[src/rtl/fp_dot_seq_if.sv]
// Bundles the upstream operand/result handshake and the FP core
// request/response signals used by fp_dot_seq.
//   slave  : view taken by fp_dot_seq
//   master : view taken by the upstream producer and the FP core
// Signals:
//   in_valid/in_a/in_b/in_ready : upstream operand pair handshake
//   out_valid/out               : dot product result pulse
//   core_in_valid/core_in_a/core_in_b/core_mode : core request
//   core_out_valid/core_out     : core response
interface fp_dot_seq_if;
  logic        in_valid;
  logic [15:0] in_a;
  logic [15:0] in_b;
  logic        in_ready;
  logic        out_valid;
  logic [15:0] out;
  logic        core_in_valid;
  logic [15:0] core_in_a;
  logic [15:0] core_in_b;
  logic        core_mode;
  logic        core_out_valid;
  logic [15:0] core_out;

  modport slave (
    input  in_valid, in_a, in_b, core_out_valid, core_out,
    output in_ready, out_valid, out, core_in_valid, core_in_a, core_in_b, core_mode
  );

  modport master (
    output in_valid, in_a, in_b, core_out_valid, core_out,
    input  in_ready, out_valid, out, core_in_valid, core_in_a, core_in_b, core_mode
  );
endinterface

[src/rtl/fp_dot_seq.sv]
// Sequential dot-product initiator for the 16-bit FP compute core
// (sign[15], exp[14:7] bias 127, frac[6:0]).
// Collects NUM_PAIRS operand pairs, then drives 2*NUM_PAIRS-1 core
// transactions: MUL(a0,b0)->acc, then per further pair MUL(ai,bi)->tmp
// followed by ADD(acc,tmp)->acc. The final acc is returned as a
// single-cycle out_valid pulse. No arithmetic is done here.
// Ports:
//   clk   : clock, rising edge
//   rst_n : asynchronous active-low reset
//   bus   : fp_dot_seq_if.slave (upstream handshake + core request/response)
module fp_dot_seq #(
  parameter int NUM_PAIRS = 4,
  parameter int CNT_W     = 4
) (
  input  logic          clk,
  input  logic          rst_n,
  fp_dot_seq_if.slave   bus
);

  localparam int TW = CNT_W + 1;
  localparam logic [CNT_W-1:0] LAST_PAIR = CNT_W'(NUM_PAIRS - 1);
  localparam logic [TW-1:0]    LAST_TXN  = TW'(2 * NUM_PAIRS - 2);

  typedef enum logic [2:0] {
    S_IDLE,
    S_LOAD,
    S_ISSUE,
    S_WAIT,
    S_DONE
  } state_t;

  state_t state, state_nx;

  logic [15:0]      a_buf [NUM_PAIRS];
  logic [15:0]      b_buf [NUM_PAIRS];
  logic [CNT_W-1:0] load_cnt;
  logic [TW-1:0]    txn;
  logic [15:0]      acc;
  logic [15:0]      tmp;

  logic             accept;
  logic             last_beat;
  logic             resp;
  logic             txn_mul;
  logic [TW-1:0]    txn_p1;
  logic [CNT_W-1:0] pair_sel;

  // Transaction t uses pair (t+1)/2: t=0 -> 0, t=1,2 -> 1, t=3,4 -> 2, ...
  // t=0 and odd t are multiplies; even t>0 are ADD(acc,tmp).
  assign txn_p1    = txn + 1'b1;
  assign pair_sel  = txn_p1[TW-1:1];
  assign txn_mul   = (txn == '0) || txn[0];
  assign accept    = bus.in_valid && bus.in_ready;
  assign last_beat = accept && (load_cnt == LAST_PAIR);
  assign resp      = (state == S_WAIT) && bus.core_out_valid;

  always_ff @(posedge clk or negedge rst_n) begin
    if (!rst_n) begin
      state <= S_IDLE;
    end else begin
      state <= state_nx;
    end
  end

  always_comb begin
    state_nx          = state;
    bus.in_ready      = 1'b0;
    bus.out_valid     = 1'b0;
    bus.out           = '0;
    bus.core_in_valid = 1'b0;
    bus.core_in_a     = '0;
    bus.core_in_b     = '0;
    bus.core_mode     = 1'b0;
    unique case (state)
      S_IDLE: begin
        bus.in_ready = 1'b1;
        if (last_beat) begin
          state_nx = S_ISSUE;
        end else if (accept) begin
          state_nx = S_LOAD;
        end
      end
      S_LOAD: begin
        bus.in_ready = 1'b1;
        if (last_beat) begin
          state_nx = S_ISSUE;
        end
      end
      S_ISSUE: begin
        bus.core_in_valid = 1'b1;
        bus.core_mode     = txn_mul;
        bus.core_in_a     = txn_mul ? a_buf[pair_sel] : acc;
        bus.core_in_b     = txn_mul ? b_buf[pair_sel] : tmp;
        state_nx          = S_WAIT;
      end
      S_WAIT: begin
        if (bus.core_out_valid) begin
          state_nx = (txn == LAST_TXN) ? S_DONE : S_ISSUE;
        end
      end
      S_DONE: begin
        bus.out_valid = 1'b1;
        bus.out       = acc;
        state_nx      = S_IDLE;
      end
      default: state_nx = S_IDLE;
    endcase
  end

  always_ff @(posedge clk or negedge rst_n) begin
    if (!rst_n) begin
      for (int unsigned i = 0; i < NUM_PAIRS; i++) begin
        a_buf[i] <= '0;
        b_buf[i] <= '0;
      end
      load_cnt <= '0;
      txn      <= '0;
      acc      <= '0;
      tmp      <= '0;
    end else begin
      if (accept) begin
        a_buf[load_cnt] <= bus.in_a;
        b_buf[load_cnt] <= bus.in_b;
        load_cnt        <= last_beat ? '0 : load_cnt + 1'b1;
      end
      if (resp) begin
        // Odd transactions are the MUL(ai,bi) partial products.
        if (txn[0]) begin
          tmp <= bus.core_out;
        end else begin
          acc <= bus.core_out;
        end
        txn <= (txn == LAST_TXN) ? '0 : txn + 1'b1;
      end
    end
  end

endmodule
[src/flat_wrapper.sv]
// flat-port wrapper written by rule: the top's interface ports become plain ports
module fp_dot_seq_flat 
#(
  parameter int NUM_PAIRS = 4,
  parameter int CNT_W     = 4
)
  (clk, rst_n, bus_in_valid, bus_in_a, bus_in_b, bus_core_out_valid, bus_core_out, bus_in_ready, bus_out_valid, bus_out, bus_core_in_valid, bus_core_in_a, bus_core_in_b, bus_core_mode);
  fp_dot_seq_if bus_i ();
  input  logic clk;
  input  logic rst_n;
  input wire logic [$bits(bus_i.in_valid)-1:0] bus_in_valid;
  input wire logic [$bits(bus_i.in_a)-1:0] bus_in_a;
  input wire logic [$bits(bus_i.in_b)-1:0] bus_in_b;
  input wire logic [$bits(bus_i.core_out_valid)-1:0] bus_core_out_valid;
  input wire logic [$bits(bus_i.core_out)-1:0] bus_core_out;
  output wire logic [$bits(bus_i.in_ready)-1:0] bus_in_ready;
  output wire logic [$bits(bus_i.out_valid)-1:0] bus_out_valid;
  output wire logic [$bits(bus_i.out)-1:0] bus_out;
  output wire logic [$bits(bus_i.core_in_valid)-1:0] bus_core_in_valid;
  output wire logic [$bits(bus_i.core_in_a)-1:0] bus_core_in_a;
  output wire logic [$bits(bus_i.core_in_b)-1:0] bus_core_in_b;
  output wire logic [$bits(bus_i.core_mode)-1:0] bus_core_mode;
  assign bus_i.in_valid = bus_in_valid;
  assign bus_i.in_a = bus_in_a;
  assign bus_i.in_b = bus_in_b;
  assign bus_i.core_out_valid = bus_core_out_valid;
  assign bus_i.core_out = bus_core_out;
  assign bus_in_ready = bus_i.in_ready;
  assign bus_out_valid = bus_i.out_valid;
  assign bus_out = bus_i.out;
  assign bus_core_in_valid = bus_i.core_in_valid;
  assign bus_core_in_a = bus_i.core_in_a;
  assign bus_core_in_b = bus_i.core_in_b;
  assign bus_core_mode = bus_i.core_mode;
  fp_dot_seq #(.NUM_PAIRS(NUM_PAIRS), .CNT_W(CNT_W)) u_core (.clk(clk), .rst_n(rst_n), .bus(bus_i));
endmodule
[config.mk]
export PLATFORM = sky130hd
export DESIGN_NAME = fp_dot_seq_flat
export DESIGN_NICKNAME = d
export VERILOG_FILES = /design/src/rtl/fp_dot_seq_if.sv /design/src/rtl/fp_dot_seq.sv /design/src/flat_wrapper.sv
export SDC_FILE = /design/constraint.sdc
export NUM_CORES = 1
export LEC_CHECK = 0
export BUFFER_PORTS_ARGS = -buffer_cell sky130_fd_sc_hd__buf_4
export CAP_MARGIN = 25
export CORE_ASPECT_RATIO = 1.5
export CORE_MARGIN = 2
export CORE_UTILIZATION = 58
export CTS_CLUSTER_SIZE = 8
export DETAILED_ROUTE_END_ITERATION = 8
export MAX_ROUTING_LAYER = met4
export PLACE_DENSITY_LB_ADDON = 0.25
export SYNTH_ARGS = -nofsm -noshare
export SYNTH_HDL_FRONTEND = slang
export SYNTH_SLANG_ARGS = --single-unit
export TNS_END_PERCENT = 100
[constraint.sdc]
create_clock -name clk -period 3 [get_ports clk]
set_clock_uncertainty 0.05 [all_clocks]
set_input_delay 0.6 -clock clk [delete_from_list [all_inputs] [get_ports clk]]
set_output_delay 0.6 -clock clk [all_outputs]
set_load 0.01 [all_outputs]
After elaboration in Yosys (flattened, before gate mapping):

Cells that the tools add are included.

* input port bits: 52
* output and inout bits: 52
* flip-flop bits (word level): 172
* logic and storage cells: 68

* equality and inequality tests: 9
* add/sub/neg operators: 2
* reduce and logical (&&, ||, !) cells: 11
* order comparisons: 3
* bitwise operators: 3
* mux-type cells: 27

Operators by type and width (count)
* $mux W16: 10
* $bwmux W64: 2
* $bmux W16 S2: 2
* $demux W16 S2: 1
* $mux W3: 5
* $pmux W3 S4: 1
* $ge A5 B3 Y1 const B: 2
* $not A4 Y5: 2
* $eq A3 B2 Y1 const B: 2
* $add A5 B1 Y5 const B: 1
* $eq A5 B3 Y1 const B: 1
* $logic_not A5 Y1: 1
* $lt A5 B1 Y1 const B: 1
* $mux W5: 1
* $add A4 B1 Y4 const B: 1
* $eq A4 B2 Y1 const B: 1
* $logic_and A1 B1 Y1: 4
* $mux W1: 4
* $mux W4: 1
* $reduce_and A2 Y1: 2
* $eq A3 B1 Y1 const B: 1
* $eq A3 B3 Y1 const B: 1
* $logic_not A3 Y1: 1
* $ne A3 B1 Y1 const B: 1
* other kinds (6): 6

Depth between registers and ports, before layout:

* depth after elaboration: 7
* gate-level depth with buffers: 7

Worst setup path after synthesis:

Ideal clock, no wire load.

* path kind: register to output
* start: reg u_core.txn[0]
* end: out bus_core_in_a[0]
* path buffers: 2
* arrival time: 2.077 ns
* slack: 0.273 ns
* stages on the path, launching flop included: 7
* path through: dfrtp_1 > inv_1 > ha_1 > clkbuf_1 > buf_2 > mux4_2 > a22o_1

* longest elaborated chain between the ends: 7
* elaborated cells on any way between the ends: 9
* those cells by class: 1 x add/sub; 5 x mux; 1 x bitwise; 2 x reduce/logical

Ends and longest elaborated chain
* start: declaration: RTL line fp_dot_seq.sv:37 `logic [TW-1:0] txn;`
* start signal: assignment: RTL line fp_dot_seq.sv:133 `txn <= (txn == LAST_TXN) ? '0 : txn + 1'b1;`
* $add A5 B1 Y5: RTL line fp_dot_seq.sv:50 `assign txn_p1 = txn + 1'b1;`
* $not A4 Y5 (implied by the code): RTL line fp_dot_seq.sv:92 `bus.core_in_a = txn_mul ? a_buf[pair_sel] : acc;`
* $bmux W16 S2: RTL line fp_dot_seq.sv:92
* $mux W16 (implied by the code) (2 in a row): RTL line fp_dot_seq.sv:92
* $mux W16 (*): RTL line fp_dot_seq.sv:92
* $mux W16 (*): RTL line fp_dot_seq.sv:74 `unique case (state)`
* end: declaration: RTL line flat_wrapper.sv:20 `output wire logic [$bits(bus_i.core_in_a)-1:0] bus_core_in_a;`

Mark *: on every way between the ends. The rest lies on a longest branch, timed or not. The select of a mux whose other input is x is not followed.

Final worst setup path:

* start: reg u_core.txn[1]
* end: out bus_core_in_a[0]

Same word-level chain as after synthesis.

==> Flow_metrics.wiki <==
{| class="wikitable"
! Metric !! Value
|-
| Startpoint of the worst register-to-register path || u_core.state[1]$_DFFE_PN0P_
|-
| Worst Hold Slack || 148 ps
|-
| Fill cell count || 874
|-
| Worst VDD drop || about 0.64 mV
|-
| Clock Pin Slew Worst Setup and Hold Paths || 70 ps
|-
| Highest net fanout along the worst path || 6
|-
| TritonCTS clock tree || yes
|-
| Relative max-transition margin || a little over half
|-
| Ant diodes || 0
|-
| Vias in the first global route || 5436
|-
| Hold buffers post-CTS || 0
|-
| H-tree Lvls || 4
|-
| Final cycle utilization of the critical path || 102%
|-
| Chip height || 147 um
|-
| Total detailed-routing wirelength || around 19000 um
|-
| Max-slew violation total from the final report || 0
|-
| DRT iter0 DRCs || 219
|-
| Summed area of non-filler cells in the final layout || roughly 9800 um2
|-
| Critical path, cell by cell || inv_2, ha_4, buf_12, mux4_2, a22o_1, buf_6
|-
| Combined area of all synthesized cells || around 7900 um2
|-
| Detailed Place HPWL || 12400 um
|-
| Share of the yosys chip area belonging to registers || ~54%
|-
| Element type at the critical path start || register
|-
| P&R area growth vs syn || 23.3%
|-
| P per Cell Area || 1210 nW/um2
|-
| Non-filler instance count after layout || 801
|-
| Yosys warns || 0
|-
| Number of distinct library cells after synthesis || 35
|-
| Failing checks || setup timing
|-
| Total number of vias || 4954
|-
| R2R Path End || u_core.a_buf[29]$_DFFE_PN0P_
|-
| Worst R2R Path Depth || 4
|-
| Combined buffer and inverter count along the critical path || 3
|-
| Reported leakage power || 0.00439 uW
|-
| Leading cell types in the layout, fill and taps excluded || sky130_fd_sc_hd__dfrtp_1, sky130_fd_sc_hd__mux2_2, sky130_fd_sc_hd__buf_4, sky130_fd_sc_hd__a22o_1, sky130_fd_sc_hd__mux4_2
|-
| Total global routing overflow || 0
|-
| Fraction of layout cells with a size suffix above 1 || 57.4%
|-
| Achievable clock frequency || 328 MHz
|-
| Worst hold path type || in -> async
|-
| Path type of the worst setup path || reg -> out
|-
| Maximum single-stage delay on the critical path || 540 ps
|-
| CP endpoint kind || primary output
|-
| Cell count after synthesis || between 500 and 600
|-
| Flip-flop and latch count after synthesis || 172
|-
| Critical Path Slowest Stage Cell || sky130_fd_sc_hd__mux4_2
|-
| Critical path data arrival time || around 2400 ps
|-
| Die W || a little under 100 um
|-
| Remaining antenna violation count || 0
|-
| Min cycle time layout || 3050 ps
|-
| Avg Cell Area, Syn || roughly 15 um2
|-
| Most common library cell in the layout ignoring fill and taps || sky130_fd_sc_hd__dfrtp_1
|-
| Number of antenna violations at the first check in global routing || 0
|-
| Family of cells with the greatest summed delay on the critical path || multiplexers
|-
| First-pass GRT wire length || 30000 um
|-
| Initial core utilization || approximately three fifths
|-
| Required time of the worst setup path || 2350 ps
|-
| Final-stage net count || 685
|-
| Reported max-cap violation count || 0
|-
| Die Footprint || ~15000 um2
|-
| Largest net degree at the start of global routing || 76
|-
| Worst-Margin Slew || 706 ps
|-
| Overall routing resource usage || 28.0%
|-
| Unrepaired setup endpoints after global routing || yes
|-
| TritonCTS buffer count || 17
|-
| Later-pin clock latency in the skew report || 420 ps
|-
| CTS root buffer || sky130_fd_sc_hd__clkbuf_16
|-
| # clock sinks || 172
|-
| # IOs || 104
|-
| DR vias/cell || 6.18
|-
| Slack of the worst reg-to-reg path || 710 ps
|-
| DR WL/cell || ~24 um
|-
| Weighted congestion at the end of routability-driven global placement || between 0.8 and 0.9
|-
| Placed Instances || 761
|-
| Number of setup violations in the final report || 9
|-
| Detailed Routing Iterations Pass 1 || 4
|-
| Clk buf depth || 2
|-
| Number of buffers inserted by port buffering || 103
|-
| Residual DRC || 0
|-
| Row cnt || 52
|-
| Total cell area at the placement stage || 8900 um2
|-
| Result of the run || finished, violations left
|-
| Core Box Area || 13400 um2
|-
| Worst setup margin || -45.0 ps
|-
| Final number of hold-violating endpoints || 0
|-
| Synth Net Count || 571
|}
[kinds of logic after synthesis]
kind of cell               synth area share, %
muxes                                     32.4
DFF                                       54.3
and+or+nand+nor                           4.36
AOI/OAI and AO/OA                         4.47
buffers and inverters                     2.88
adders and majority gates                 1.11
xor gates and xnor gates                 0.442
[Yosys cell counts]
cell | number | area share [%]
sky130_fd_sc_hd__or3b_4 | 1 | 0.14
sky130_fd_sc_hd__clkbuf_1 | 9 | 0.43
sky130_fd_sc_hd__nor3_4 | 1 | 0.21
sky130_fd_sc_hd__o21ai_0 | 5 | 0.32
sky130_fd_sc_hd__buf_2 | 14 | 0.88
sky130_fd_sc_hd__mux2_4 | 6 | 1.1
sky130_fd_sc_hd__buf_6 | 9 | 1.3
sky130_fd_sc_hd__nand2_4 | 3 | 0.43
sky130_fd_sc_hd__o21ba_2 | 1 | 0.13
sky130_fd_sc_hd__nor3b_1 | 2 | 0.19
sky130_fd_sc_hd__nor2_1 | 8 | 0.38
sky130_fd_sc_hd__nor3_1 | 1 | 0.063
sky130_fd_sc_hd__mux2i_1 | 1 | 0.13
sky130_fd_sc_hd__ha_1 | 7 | 1.1
sky130_fd_sc_hd__and3b_1 | 1 | 0.11
sky130_fd_sc_hd__or3b_2 | 1 | 0.11
sky130_fd_sc_hd__nand2_1 | 6 | 0.28
sky130_fd_sc_hd__xnor2_1 | 2 | 0.22
sky130_fd_sc_hd__mux4_2 | 32 | 9.1
sky130_fd_sc_hd__xor2_1 | 2 | 0.22
sky130_fd_sc_hd__nand4_1 | 3 | 0.24
sky130_fd_sc_hd__nor4bb_1 | 1 | 0.13
sky130_fd_sc_hd__and2_1 | 18 | 1.4
sky130_fd_sc_hd__a311oi_1 | 1 | 0.11
sky130_fd_sc_hd__nor2_2 | 1 | 0.079
sky130_fd_sc_hd__nand2b_1 | 2 | 0.16
sky130_fd_sc_hd__and4b_1 | 1 | 0.13
sky130_fd_sc_hd__a31oi_1 | 2 | 0.16
sky130_fd_sc_hd__dfrtp_1 | 172 | 54
sky130_fd_sc_hd__nand4b_1 | 1 | 0.11
sky130_fd_sc_hd__mux2_2 | 155 | 22
sky130_fd_sc_hd__a22o_1 | 33 | 3.6
sky130_fd_sc_hd__nand3_1 | 3 | 0.19
sky130_fd_sc_hd__o311ai_0 | 1 | 0.11
sky130_fd_sc_hd__inv_1 | 6 | 0.28
[metal layers]
metal	global-route usage [%]	part of all wire (%)	up-vias
met5	-	0	-
met4	10.5	2.7	0
met3	5.99	5.9	35
met2	45.2	52	161
met1	35.1	39	2620
li1	-	-	2138
[metrics by stage]
step                utilization (%)  setup TNS [ps]  worst slack, ps  total power (uW)
floorplan                         -               0              273              7410
global placement               66.4               0              335              8730
detailed placement             66.4               0              299              8960
CTS                            71.6               0             2.62             11500
global route                   72.8           -1480            -81.1             12400
finish                         72.8            -162            -45.0             11800
[how the worst max path moves through the flow]
stage                                   start                 to  slack (ps)  cells past startpoint
floorplan           u_core.txn[0]$_DFFE_PN0P_   bus_core_in_a[0]         270                      6
global placement    u_core.txn[0]$_DFFE_PN0P_  bus_core_in_a[11]         340                      6
detailed placement  u_core.txn[0]$_DFFE_PN0P_  bus_core_in_a[11]         300                      6
CTS                 u_core.txn[1]$_DFFE_PN0P_   bus_core_in_a[9]           3                      6
global route        u_core.txn[1]$_DFFE_PN0P_   bus_core_in_a[0]         -80                      6
finish              u_core.txn[1]$_DFFE_PN0P_   bus_core_in_a[0]         -50                      6
[power breakdown]
part | switching [uW] | internal [uW]
Sequential | 775 | 3470
Combinational | 2080 | 3160
Clock | 993 | 1350
Total | 3850 | 7970
[cell type report]
type | instances | area (um2) | area share (%)
inverters | 6 | 22.5 | 0.231
well taps | 162 | 203 | 2.08
clock buffers | 17 | 425 | 4.36
clock inverters | 15 | 203 | 2.08
multi-input cells | 302 | 3440 | 35.2
flip-flops and latches | 172 | 4300 | 44.1
repair buffers | 127 | 1170 | 12.0
[registers in the layout, summed over array words and instances (netlist names)]
name / cells
u_core.txn: 5
u_core.acc: 16
u_core.a_buf: 64
u_core.state: 3
u_core.b_buf: 64
u_core.load_cnt: 4
u_core.tmp: 16
[what timing repair did]
item,CTS,global route
cloned,1,2
resized for setup,5,28
setup buffers,2,3
pin swaps,1,4
setup endpoints to repair,32,32
Note: power is estimated with default switching activity, not from simulation.
